<file path="src/rtl/card_pkg.sv">
// Shared card-dealer types: deck geometry, suit/rank encodings, dealer FSM states
// and the blackjack point-value helper.
package card_pkg;
   localparam int DECK_SIZE = 52;
   localparam int SUIT_SIZE = 13;

   typedef enum logic [1:0] {CLUBS, DIAMONDS, HEARTS, SPADES} suit_t;
   typedef logic [3:0] rank_t;
   typedef enum logic [2:0] {IDLE, REQUEST, SAMPLE, PROBE, DONE, EMPTY} dealer_state_t;

   // Face cards all count 10; ace counts 1 here, the hand logic decides on 11.
   function automatic logic [3:0] card_points_f(input rank_t rank);
      return (rank >= 4'd10) ? 4'd10 : rank;
   endfunction
endpackage

</file>
<file path="src/rtl/card_decode.sv">
// Combinational card index (0..51) -> rank (1..13), suit, blackjack points.
// Shared with the hand-display logic.
module card_decode
   import card_pkg::*;
(
   input  logic [5:0] idx,
   output logic [3:0] rank,
   output logic [1:0] suit,
   output logic [3:0] points
);
   suit_t     s;
   logic [3:0] off;

   // Compare chain instead of a divider: only four suit bands to test.
   always_comb begin
      if (idx >= 6'(3*SUIT_SIZE)) begin
         s   = SPADES;
         off = 4'(idx - 6'(3*SUIT_SIZE));
      end else if (idx >= 6'(2*SUIT_SIZE)) begin
         s   = HEARTS;
         off = 4'(idx - 6'(2*SUIT_SIZE));
      end else if (idx >= 6'(SUIT_SIZE)) begin
         s   = DIAMONDS;
         off = 4'(idx - 6'(SUIT_SIZE));
      end else begin
         s   = CLUBS;
         off = idx[3:0];
      end
   end

   assign rank   = off + 4'd1;
   assign suit   = s;
   assign points = card_points_f(rank);
endmodule

</file>
<file path="src/rtl/card_dealer.sv">
// Deals cards without replacement: requests a random value, then linearly probes
// the used-card mask (wrapping at the top) for the first free card.
module card_dealer #(
   parameter int DECK_SIZE = 52,
   parameter int RNG_WIDTH = 6
) (
   input  logic                 clk,
   input  logic                 reset,
   input  logic                 shuffle,
   input  logic                 deal_req,
   input  logic [RNG_WIDTH-1:0] rng_value,
   output logic                 rng_request,
   output logic [RNG_WIDTH-1:0] rng_max,
   output logic                 card_valid,
   output logic [3:0]           card_rank,
   output logic [1:0]           card_suit,
   output logic [3:0]           card_points,
   output logic                 busy,
   output logic                 deck_empty,
   output logic [5:0]           cards_left
);
   import card_pkg::*;

   dealer_state_t        state, state_nx;
   logic [DECK_SIZE-1:0] used;
   logic [RNG_WIDTH-1:0] p;
   logic                 shuf_pend;
   logic                 clear;
   logic [3:0]           dec_rank, dec_points;
   logic [1:0]           dec_suit;

   card_decode u_decode (
      .idx    (6'(p)),
      .rank   (dec_rank),
      .suit   (dec_suit),
      .points (dec_points)
   );

   assign rng_request = (state == REQUEST);
   assign card_valid  = (state == DONE);
   assign busy        = (state != IDLE) && (state != EMPTY);
   assign deck_empty  = (cards_left == 6'd0);
   assign rng_max     = RNG_WIDTH'(DECK_SIZE-1);

   // A shuffle seen mid-deal is deferred so the in-flight card still counts
   // against the old deck; it is applied on the DONE -> IDLE transition.
   always_comb begin
      state_nx = state;
      clear    = 1'b0;
      case (state)
         IDLE: begin
            if (shuffle)
               clear = 1'b1;
            else if (deal_req)
               state_nx = (cards_left == 6'd0) ? EMPTY : REQUEST;
         end
         REQUEST: state_nx = SAMPLE;
         SAMPLE:  state_nx = PROBE;
         PROBE:   if (!used[p]) state_nx = DONE;
         DONE: begin
            if (shuffle || shuf_pend) begin
               clear    = 1'b1;
               state_nx = IDLE;
            end else begin
               state_nx = (cards_left == 6'd0) ? EMPTY : IDLE;
            end
         end
         EMPTY: begin
            if (shuffle) begin
               clear    = 1'b1;
               state_nx = IDLE;
            end
         end
         default: state_nx = IDLE;
      endcase
   end

   always_ff @(posedge clk or posedge reset) begin
      if (reset) begin
         state       <= IDLE;
         used        <= '0;
         cards_left  <= 6'(DECK_SIZE);
         p           <= '0;
         shuf_pend   <= 1'b0;
         card_rank   <= 4'd0;
         card_suit   <= 2'd0;
         card_points <= 4'd0;
      end else begin
         state <= state_nx;
         if (clear) begin
            used       <= '0;
            cards_left <= 6'(DECK_SIZE);
            shuf_pend  <= 1'b0;
         end else if (shuffle && busy) begin
            shuf_pend <= 1'b1;
         end
         case (state)
            // Out-of-range values fold back by one deck length (52..63 -> 0..11).
            SAMPLE: p <= (rng_value >= RNG_WIDTH'(DECK_SIZE)) ?
                         rng_value - RNG_WIDTH'(DECK_SIZE) : rng_value;
            PROBE: begin
               if (used[p]) begin
                  p <= (p == RNG_WIDTH'(DECK_SIZE-1)) ? '0 : p + 1'b1;
               end else begin
                  used[p]     <= 1'b1;
                  cards_left  <= cards_left - 6'd1;
                  card_rank   <= dec_rank;
                  card_suit   <= dec_suit;
                  card_points <= dec_points;
               end
            end
            default: ;
         endcase
      end
   end
endmodule

</file>
<file path="config.mk">
export PLATFORM = sky130hd
export DESIGN_NAME = card_dealer
export DESIGN_NICKNAME = d
export VERILOG_FILES = /design/src/rtl/card_pkg.sv /design/src/rtl/card_decode.sv /design/src/rtl/card_dealer.sv
export SDC_FILE = /design/constraint.sdc
export NUM_CORES = 1
export LEC_CHECK = 0
export BUFFER_PORTS_ARGS = -buffer_cell sky130_fd_sc_hd__buf_4
export CAP_MARGIN = 15
export CORE_ASPECT_RATIO = 1.75
export CORE_MARGIN = 4
export CORE_UTILIZATION = 50
export DETAILED_ROUTE_END_ITERATION = 8
export PLACE_DENSITY = 0.71
export SETUP_SLACK_MARGIN = 0.2
export SYNTH_ARGS = -nofsm -noshare
export SYNTH_HDL_FRONTEND = slang
export SYNTH_SLANG_ARGS = --single-unit
</file>
<file path="constraint.sdc">
create_clock -name clk -period 3.58 [get_ports clk]
set_input_delay 0.179 -clock clk [delete_from_list [all_inputs] [get_ports clk]]
set_output_delay 0.179 -clock clk [all_outputs]
set_load 0.02 [all_outputs]
</file>
==> key figures <==
Cells and area
  – Commonest non-fill, non-tap cell in the layout: nand2_1
  – Util after Layout: 0.575
  – Commonest cells after routing, fill and taps aside: nand2_1 (89), dfrtp_1 (75), buf_4 (38)
  – Ant diodes: 0
  – Cell area after layout: 0.00495 sq mm
  – Synthesis-to-layout area growth: 12.5%
  – Layout cell share with drive strength beyond 1: 0.211
  – Layout Nets: 497
  – Non-Filler Instances: 596

Place
  – HPWL Detailed: 7480 um
  – Final Wtd Congestion: 0.892
  – Placed Instance Area: 0.00465 sq mm
  – IO Port Bufs: 29
  – Placed cell count: 580

Drt
  – Number of antenna-violating nets in the routed design: 0
  – Vias per cell: 5.86
  – WL/cell: 17.7 um
  – Detailed Route Iter0 Violations: 292
  – DRC: 0
  – Wirelength, routed: 10500 um
  – Via count: 3494
  – Pre-antenna DRT Iters: 7

Clock network
  – Post-CTS Resized: 0
  – Post-CTS Setup Bufs: 0
  – Worst-Skew Late Latency: 0.34 ns
  – Root Buffer: clkbuf_16
  – Clk buf depth: 2
  – Number of hold-repair buffers added at the cts stage: 0
  – TritonCTS buffer count: 9
  – Worst-path clk slew: 0.06 ns
  – Htree depth: 3
  – CTS tree: yes
  – CTS Sinks: 78

GRT
  – Largest net degree at the start of global routing: 79
  – Number of global-route vias before repair: 3509
  – M3 GR Usage: 0.0397
  – Global route total overflow: 0
  – M2 GR Usage: 0.377
  – Tot GR Track Use: 0.215
  – First-pass GRT wire length: 17600 um
  – Initial antenna violation count: 0
  – Met1 usage in global routing: 0.241
  – Grt peak-use layer: met2

Synthesis
  – Largest family of logic cells by synthesized area: simple AND/OR/NAND/NOR gates
  – Seq cells post-synth: 78
  – Cell Area, Synth: 0.00440 sq mm
  – Synth Instances: 454
  – Yosys warnings: 0
  – Compound-gate portion of the synthesized area: 0.169
  – Post-synth EDFFs: 0
  – Adder-cell share of the synthesized area: 0.0370
  – Mux share of post-synthesis cell area: 0.100
  – Synth Area in Simple Gates: 0.179
  – Syn avg cell area: 9.70 sq um
  – Synth async-reset ratio: 1.00
  – Post-synthesis sequential area ratio: 0.444
  – Synth Area in XOR/XNOR: 0.00796
  – Yosys cell types: 61
  – Main flop type after synthesis: dfrtp_1

Setup path
  – Worst-path maximum fanout: 9
  – Worst r2r src: p[0]$_DFFE_PP0P_
  – Worst Setup EP: card_points[1]$_DFFE_PP0P_
  – Worst r2r dst: card_points[1]$_DFFE_PP0P_
  – CP required: 3.81 ns
  – CP endpoint kind: flip-flop
  – Reg2Reg Depth: 11
  – Critical path arrival: 3.26 ns
  – Flop2flop setup slack: 0.55 ns
  – Critical path type: reg2reg
  – Critical Path Start Type: flip-flop
  – Crit. Startpoint: p[0]$_DFFE_PP0P_

STA
  – Min Tclk post-route: 3.03 ns
  – Final setup viols: 0
  – Sum Neg Setup Slack: 0 ns
  – Worst slew margin: 0.352
  – Fmax: 330 MHz
  – Final Hold Viols: 0
  – Fin. max-slew vios: 0
  – Worst Max-Slew Pin Slew: 0.972 ns
  – Clock skew: 0.00881 ns
  – Fin crit share: 0.845
  – RSZ-0062 raised after global routing: no

Worst hold path
  – Path type of the worst min-delay path: in2reg

Floorplan
  – IO Count: 36
  – Die area: 0.0104 sq mm
  – Starting Density: 0.511
  – Die width: 78.9 um
  – Die Y-Extent: 132 um
  – Row Count: 45
  – Core Area: 0.00861 sq mm

Power and ir drop
  – Peak VDD IR: 0.374 mV
  – PD cells: 878 mW/mm^2
  – Post-layout total power: 4.35 mW
  – Leakage: 2.18 nW

Outcome
  – Status: finished clean

Flow run
  – Max-Cap Viols: 0
==> registers in the layout, summed over array words and instances (netlist names) <==
name and cells:
card_rank 4, p 6, cards_left 6, state 3
card_points 4, shuf_pend 1, used 52, card_suit 2
==> cell families (layout without fill, tap and decap cells) <==
family          after synthesis  after routing
other cells                   2              6
compound gates              113            113
xor+xnor                      4              4
mux                          30             30
buf+inv                      49             70
flops                        78             78
simple gates                165            165
fa+ha+maj                    13             13
==> stage by stage <==
step	hold slack [ns]	setup slack [ns]
2_1_floorplan	0.272	0.646
3_3_place_gp	0.405	0.650
3_5_place_dp	0.417	0.447
4_1_cts	0.0626	0.445
5_1_grt	0.0712	0.337
6_report	0.0623	0.554
==> Yosys cell counts, types with 7 or more instances <==
master    count  share of area
nand2_1      89          0.076
o21ai_1      25          0.028
buf_2         9          0.010
inv_1        15          0.013
a21oi_1      10          0.011
nor2_1       19          0.016
buf_4         7          0.012
clkbuf_1     11         0.0094
o21ai_0      34          0.039
mux4_2       11          0.056
nand2b_1     10          0.014
mux2i_1      16          0.036
o21ai_2       8          0.016
dfrtp_1      75           0.43
nand3_1       8         0.0091
ha_1         13          0.037
==> worst min-delay path by stage <==
stage                                  to    start  slack, ns  cells past startpoint
finish              shuf_pend$_DFFE_PP0P_  shuffle       0.06                      2
global route        shuf_pend$_DFFE_PP0P_  shuffle       0.07                      2
CTS                 shuf_pend$_DFFE_PP0P_  shuffle       0.06                      2
detailed placement  shuf_pend$_DFFE_PP0P_  shuffle       0.42                      2
global placement    shuf_pend$_DFFE_PP0P_  shuffle       0.41                      2
floorplan           shuf_pend$_DFFE_PP0P_  shuffle       0.27                      1
==> layer usage <==
| layer | vias to the layer above | routed length, um |
|---|---|---|
| met5 | - | 0 |
| met4 | 0 | 418 |
| met3 | 42 | 428 |
| met2 | 113 | 5740 |
| met1 | 1716 | 3930 |
| li1 | 1623 | - |
==> final cells by class <==
| class | instances | area (sq um) |
|---|---|---|
| Sequential cell | 78 | 1960 |
| Fill cell | 751 | 3660 |
| Multi-Input combinational cell | 331 | 2220 |
| Clock inverter | 4 | 30.0 |
| Timing Repair Buffer | 38 | 285 |
| Inverter | 16 | 60.1 |
| Clock buffer | 12 | 256 |
| Tap cell | 117 | 146 |
==> critical path, cell delays in order, from the launching register on <==
cell	delay [ns]
dfrtp_1	0.51
inv_2	0.26
ha_1	0.23
nand2b_1	0.07
a311o_1	0.40
mux2i_1	0.16
o221ai_2	0.30
inv_1	0.08
ha_1	0.20
xor2_1	0.32
a211oi_1	0.13
o31a_1	0.25
==> report_power, final <==
group / switching [mW] / total (mW) / internal, mW / leakage, nW
clock: 0.357 / 0.866 / 0.509 / 0.139
combinational: 1.32 / 2.14 / 0.816 / 1.00
sequential: 0.244 / 1.34 / 1.10 / 1.04
Power figures use the tool's default switching activity.
